`config.mk`:
```
export PLATFORM = sky130hd
export DESIGN_NAME = bh_prgmem_loader
export DESIGN_NICKNAME = d
export VERILOG_FILES = /design/src/rtl/bh_prgmem_loader.sv
export SDC_FILE = /design/constraint.sdc
export NUM_CORES = 1
export LEC_CHECK = 0
export CAP_MARGIN = 20
export CORE_MARGIN = 5
export CORE_UTILIZATION = 48
export CTS_CLUSTER_DIAMETER = 100
export DETAILED_ROUTE_END_ITERATION = 10
export PLACE_DENSITY_LB_ADDON = 0.15
export SLEW_MARGIN = 20
export SYNTH_ARGS = -nofsm -noshare
export SYNTH_HDL_FRONTEND = slang
export SYNTH_SLANG_ARGS = --single-unit
```
`constraint.sdc`:
```
create_clock -name i_clock -period 2.3 [get_ports i_clock]
set_input_delay 0.575 -clock i_clock [delete_from_list [all_inputs] [get_ports i_clock]]
set_output_delay 0.575 -clock i_clock [all_outputs]
set_load 0.01 [all_outputs]
```
`src/rtl/bh_prgmem_loader.sv`:
```
// bh_prgmem_loader: encodes a brainfuck source byte stream into instruction words and writes them
// sequentially into program RAM, ending with a halt word. Define BH_LOADER_BRACKET_CHECK_EN for bracket checking.
module bh_prgmem_loader #(
  parameter int PRGMEM_ADDR_WIDTH = 8,
  parameter int INSTR_WIDTH       = 4
) (
  input  logic                         i_clock,
  input  logic                         i_reset,
  input  logic                         i_start,
  input  logic                         i_byte_valid,
  input  logic [7:0]                   i_byte,
  input  logic                         i_byte_last,
  output logic                         o_byte_ready,
  output logic                         o_prgmem_we,
  output logic [PRGMEM_ADDR_WIDTH-1:0] o_prgmem_addr,
  output logic [INSTR_WIDTH-1:0]       o_prgmem_data,
  output logic                         o_cpu_hold,
  output logic                         o_done,
  output logic [1:0]                   o_error,
  output logic [PRGMEM_ADDR_WIDTH-1:0] o_length
);

  localparam logic [2:0] S_IDLE  = 3'd0;
  localparam logic [2:0] S_LOAD  = 3'd1;
  localparam logic [2:0] S_TERM  = 3'd2;
  localparam logic [2:0] S_DONE  = 3'd3;
  localparam logic [2:0] S_ERROR = 3'd4;

  localparam logic [1:0] ERR_OVERFLOW = 2'b01;
  localparam logic [1:0] ERR_BRACKET  = 2'b10;

  logic [2:0]                   state;
  logic [PRGMEM_ADDR_WIDTH-1:0] wptr;
  logic                         term_q;

  function automatic logic [3:0] encode(input logic [7:0] b);
    case (b)
      8'h2B:   encode = 4'd1;  // +
      8'h2D:   encode = 4'd2;  // -
      8'h3E:   encode = 4'd3;  // >
      8'h3C:   encode = 4'd4;  // <
      8'h5B:   encode = 4'd5;  // [
      8'h5D:   encode = 4'd6;  // ]
      8'h2E:   encode = 4'd7;  // .
      8'h2C:   encode = 4'd8;  // ,
      default: encode = 4'd0;
    endcase
  endfunction

  logic [3:0]             code;
  logic [INSTR_WIDTH-1:0] code_ext;
  logic                   is_cmd;
  logic                   hs;
  logic                   at_limit;
  logic                   brk_under;

  assign code     = encode(i_byte);
  assign is_cmd   = (code != 4'd0);
  assign hs       = i_byte_valid & o_byte_ready;
  // The all-ones slot is kept free so the halt word always fits.
  assign at_limit = &wptr;

  always_comb begin
    code_ext      = '0;
    code_ext[3:0] = code;
  end

`ifdef BH_LOADER_BRACKET_CHECK_EN
  logic [PRGMEM_ADDR_WIDTH-1:0] depth;
  assign brk_under = (code == 4'd6) && (depth == '0);
`else
  assign brk_under = 1'b0;
`endif

  assign o_byte_ready = (state == S_LOAD);
  assign o_length     = wptr;

  always_ff @(posedge i_clock) begin
    if (i_reset) begin
      state         <= S_IDLE;
      wptr          <= '0;
      term_q        <= 1'b0;
      o_prgmem_we   <= 1'b0;
      o_prgmem_addr <= '0;
      o_prgmem_data <= '0;
      o_cpu_hold    <= 1'b0;
      o_done        <= 1'b0;
      o_error       <= 2'b00;
`ifdef BH_LOADER_BRACKET_CHECK_EN
      depth         <= '0;
`endif
    end else begin
      o_prgmem_we <= 1'b0;
      term_q      <= (state == S_TERM);

      // Status is published one cycle after the halt write is driven, once the RAM has it.
      if (term_q) begin
        o_cpu_hold <= 1'b0;
        if (state == S_ERROR) o_error <= ERR_BRACKET;
        else                  o_done  <= 1'b1;
      end

      case (state)
        S_IDLE, S_DONE, S_ERROR: begin
          if (i_start) begin
            state      <= S_LOAD;
            wptr       <= '0;
            o_done     <= 1'b0;
            o_error    <= 2'b00;
            o_cpu_hold <= 1'b1;
`ifdef BH_LOADER_BRACKET_CHECK_EN
            depth      <= '0;
`endif
          end
        end
        S_LOAD: begin
          if (hs && is_cmd && at_limit) begin
            state      <= S_ERROR;
            o_error    <= ERR_OVERFLOW;
            o_cpu_hold <= 1'b0;
          end else if (hs && brk_under) begin
            state      <= S_ERROR;
            o_error    <= ERR_BRACKET;
            o_cpu_hold <= 1'b0;
          end else if (hs) begin
            if (is_cmd) begin
              o_prgmem_we   <= 1'b1;
              o_prgmem_addr <= wptr;
              o_prgmem_data <= code_ext;
              wptr          <= wptr + 1'b1;
`ifdef BH_LOADER_BRACKET_CHECK_EN
              if (code == 4'd5)      depth <= depth + 1'b1;
              else if (code == 4'd6) depth <= depth - 1'b1;
`endif
            end
            if (i_byte_last) state <= S_TERM;
          end
        end
        S_TERM: begin
          o_prgmem_we   <= 1'b1;
          o_prgmem_addr <= wptr;
          o_prgmem_data <= '0;
`ifdef BH_LOADER_BRACKET_CHECK_EN
          state         <= (depth != '0) ? S_ERROR : S_DONE;
`else
          state         <= S_DONE;
`endif
        end
        default: state <= S_IDLE;
      endcase
    end
  end

endmodule

```
; ---- Word-level counts from Yosys, hierarchy flattened
; Index checks and enable logic that the tools add are counted.
; W data, S select, Z words.
[classes]
add_sub_neg = 1
eq_ne = 18
mux = 36
bitwise = 1
n_reduce_logical = 11
[op_table]
columns = operator, n
row1 = $mux W8, 7
row2 = $eq A8 B6 Y1 const B, 6
row3 = $pmux W4 S8, 1
row4 = $pmux W8 S2, 2
row5 = $eq A8 B7 Y1 const B, 2
row6 = $mux W3, 4
row7 = $mux W4, 3
row8 = $mux W1, 10
row9 = $pmux W3 S3, 1
row10 = $add A8 B1 Y8 const B, 1
row11 = $mux W2, 4
row12 = $pmux W4 S2, 1
row13 = $reduce_and A8 Y1, 1
row14 = $eq A3 B2 Y1 const B, 2
row15 = $reduce_and A5 Y1, 1
row16 = $ne A2 B1 Y1 const B, 2
row17 = $ne A2 B2 Y1 const B, 2
row18 = $pmux W1 S2, 2
row19 = $pmux W2 S2, 1
row20 = $reduce_and A4 Y1, 1
row21 = $reduce_bool A2 Y1, 2
row22 = $reduce_bool A4 Y1, 1
row23 = $eq A3 B1 Y1 const B, 1
row24 = $eq A3 B3 Y1 const B, 1
row25 = 7 further kinds, 8
[word_totals]
reg_bits = 29
in_bits = 13
out_inout_bits = 26

; ---- Depth between registers and ports, before layout
; Gate-level depths: netlist of run 1.
[logic_depth]
ltp_word = 7
depth_mapped = 7
mapped_depth_nobuf = 6

; ---- Worst setup path after synthesis of run 1
; Ideal clock, no wire load.
[synth_timing]
kind = input port to flip-flop
from = input port i_byte[4]
to = register o_prgmem_data[0]
arrival_ns = 2.071
path_slack_ns = 0.157
cell_stages = 6
n_path_buf = 1
cell_sequence = or3b_4 > a211o_1 > a211oi_4 > and2_1 > buf_4 > mux2i_1
[synth_via]
elab_chain_len = 7
word_cells_on_any_way = 19
[synth_lines]
columns = item, line
row1 = "start, declared", 11  ; input logic [7:0] i_byte,
row2 = $eq A8 B6 Y1 / $eq A8 B7 Y1 (equally long branches), 37  ; case (b)
row3 = $pmux W4 S8 *, 37
row4 = $reduce_bool A4 Y1, 58  ; assign is_cmd = (code != 4'd0);
row5 = $logic_and A1 B1 Y1 (2 in series), 117  ; if (hs && is_cmd && at_limit) begin
row6 = $ne A2 B2 Y1 (no line), --
row7 = $reduce_and A4 Y1 (no line), --
row8 = "end signal, assigned", 129  ; o_prgmem_data <= code_ext;
row9 = "end, declared", 16  ; output logic [INSTR_WIDTH-1:0] o_prgmem_data,
; Every way passes the cells marked *; elsewhere a longest branch is shown, timed or not. The select of a mux whose other input is x is not followed.
; A chain may end at the register's enable or synchronous reset.

; ---- Final worst setup path of run 1
[layout_timing]
from = input port i_byte[4]
to = register o_prgmem_data[3]
; The elaborated chain is that of the path after synthesis.

==> qor.csv, run 1 <==
metric,value,unit
IO Count,39,
antenna-violating nets left,0,
vias per inst,5.64,
status,"finished, final reports clean",
ANT cells,0,
DP Cell Count,267,
CTS HTree Levels,2,
routed len/inst,15.6,um
width of the die,65.8,um
initial antenna violation count,0,
num rows,20,
actual slew at the worst max-slew pin,0.470,ns
Switching Fraction,26.4,%
Synth Net Count,182,
Max-Slew Margin vs Limit,68.6,%
Buf/Inv on CP,2,
endpoints failing hold,0,
IO buf count,38,
WL final,4350,um
Pleak,0.000822,uW
combinational share of power,20.9,%
Crit path largest cell delay,0.44,ns
# DRC,0,
gr usage total,21.2,%
minimum clock period,2.25,ns
crit path DAT,2.52,ns
Worst Setup Start Kind,primary input,
Fin Setup TNS,0,ns
die area,4330,um2
GPL Wtd Cong,0.812,
Max Fanout on Critical Path,6,
register area share after synthesis,38.9,%
iteration count of the initial detailed-routing pass,4,
Worst EP required,2.56,ns
GRT overflow,0,
fin crit share,97.9,%
P_int,925,uW
post-route insts no fill,279,
Setup Viol. Count Final,0,
"FF+latch count, synth",29,
number of global-route vias before repair,1502,
total of max-cap violations,0,
TritonCTS Sinks,29,
Ys Warns,0,
via count,1573,
Area Growth Syn to Fin,49.5,%
sequential share of power,43.2,%
hold slack,0.471,ns
Post-DP HPWL,3140,um
Post-synth ARST share,0,%
Design Power,1260,uW
initial DRC count,118,
clock root cell,clkbuf_4,
"Distinct cells, synth",45,
peak supply drop,0.000340,V
synthesized area,1490,um2
Die H,65.8,um
prevailing post-synth register cell,dfxtp_1,
Post-synth EDFFs,0,
Clock Skew,0.0103,ns
clock latency on the worst-skew pair,0.34,ns
CP Capture Type,register,
Top delay family on crit path,buffers and inverters,
max frequency,444,MHz
worst hold path type,reg -> reg,
global-route wire length before repair,7060,um
CTS tree,done,
layout cells sized above 1,20.9,%
Avg Inst Size Synth,8.89,um2
Pwr Density,564,nW/um2
pre-CTS setup slack,-0.490,ns
"CTS clk-pin slew, worst paths",0.09,ns
nets,248,
critical path cell sequence,clkdlybuf4s50_1 -> or3b_4 -> a211o_1 -> a211oi_4 -> buf_6 -> and2_4 -> mux2i_1,
Starting Density,49.3,%
largest net degree at the start of global routing,15,
Synth Instances,168,
CTS Buffer Depth,2,
Max Slew Vio Count,0,
final worst setup slack,0.0487,ns
RSZ-0062 raised after global routing,false,
core area,3030,um2
critical path's slowest cell,clkdlybuf4s50_1,
Clk pwr share,35.9,%
NetSw,332,uW
Crit Path Category,in -> reg,
CTS Buf Count,5,
## cell usage after synthesis (3+ instances only)
cell      instances  area, um2
dfxtp_1          29        581
a31oi_1          14       87.6
nand2_1          11       41.3
a21oi_1           8       40.0
inv_1             8       30.0
nand2b_1          8       50.1
o32a_1            8       80.1
nand3_1           7       35.0
nor2_1            7       26.3
nor2b_1           6       37.5
and2b_1           4       30.0
mux2i_1           4       40.0
nor3_1            4       20.0
a211oi_1          3       22.5
and3_1            3       18.8
buf_4             3       22.5
clkbuf_1          3       11.3
nand4b_1          3       26.3
o21ai_0           3       15.0
## repair_timing
| item | 4_1_cts | 5_1_grt |
|---|---|---|
| hold buffers | 0 | 0 |
| cloned | 0 | 1 |
| pin swaps | 1 | 3 |
| buffers inserted | 2 | 1 |
| setup endpoints to repair | 14 | 24 |
| resized for setup | 4 | 10 |
## tightest hold or removal path, delay by kind of cell, from the launching register on
| family | cells | cell delay (ns) |
|---|---|---|
| flops | 1 | 0.32 |
| mux | 1 | 0.06 |
| simple gates | 1 | 0.05 |
## power by group through the flow
stage          Sequential (uW)  Combinational (uW)  Clock (uW)
3_5_place_dp               552                 249           0
2_1_floorplan              554                 116           0
6_report                   543                 263         451
4_1_cts                    542                 252         453
5_1_grt                    546                 285         480
3_3_place_gp               552                 242           0
## through the flow
step | util (%) | instance area, um2
final | 73.7 | 2230
after global routing | 73.7 | 2230
after CTS | 71.7 | 2170
after detailed placement | 68.2 | 2070
after global placement | 68.2 | 2070
after floorplan | - | 1490
## cell usage in the layout (no fill, tap or decap), types with 3 or more instances in the layout
cell type and instances:
o32a_1 8, nand4b_1 3, nor2b_1 6, and2b_1 4, nand3_1 7, clkdlybuf4s50_1 37, inv_1 8, buf_4 26
mux2i_1 4, and3_1 3, dfxtp_1 29, nand2b_1 8, a21oi_1 7, o21ai_0 3, nand2_1 11, nor3_1 4
clkbuf_4 5, a31oi_1 14, nor2_1 7
## metal layers
metal | vias to the layer above | track usage [%] | part of all wire (%)
met5 | - | 0 | 0
met1 | 753 | 27.6 | 47
li1 | 767 | - | -
met4 | 0 | 6.99 | 1.0
met2 | 48 | 33.2 | 47
met3 | 5 | 6.67 | 4.9
## path summary, 6_finish.rpt
| path | from | to | slack, ns | cells past startpoint |
|---|---|---|---|---|
| hold reg to reg | o_prgmem_data[3] | o_prgmem_data[3] | 0.47 | 2 |
| setup / recovery | i_byte[4] | o_prgmem_data[3] | 0.05 | 7 |
| hold / removal | o_prgmem_data[3] | o_prgmem_data[3] | 0.47 | 2 |
| setup reg to reg | o_length[1] | o_prgmem_data[2] | 0.33 | 8 |
## registers in the layout (all words and copies together), names as in the netlist
name	count
o_done	1
o_prgmem_data	4
o_cpu_hold	1
o_prgmem_addr	8
o_error	2
term_q	1
state	3
o_length	8
o_prgmem_we	1
## layout make-up
type / instances / area (um2)
clock buffer: 7 / 55.1
sequential: 29 / 581
inverter: 8 / 30.0
fill: 237 / 797
tap: 44 / 55.1
multi-input combinational: 123 / 875
clock inverter: 1 / 30.0
timing repair buffer: 67 / 606
## cells by family after synthesis
group,count (synthesis),share of synthesized area (%)
AOI/OAI and AO/OA,51,25.7
xor gates and xnor gates,2,1.17
adders and majority gates,1,0.838
buffers and inverters,16,5.36
DFF,29,38.9
muxes,4,2.68
and+or+nand+nor,65,25.4
(Power assumes the default switching activity.)
==> inputs of run 2 (changes only) <==
SLEW_MARGIN = 15   (was 20)
==> results of run 2 <==
Same layout as run 1: the final DEF is identical, and so are final timing and power.
==> inputs of run 3 (changes only) <==
SKIP_LAST_GASP = 1   (was default)
==> results of run 3 <==
Same layout as run 1: the final DEF is identical, and so are final timing and power.
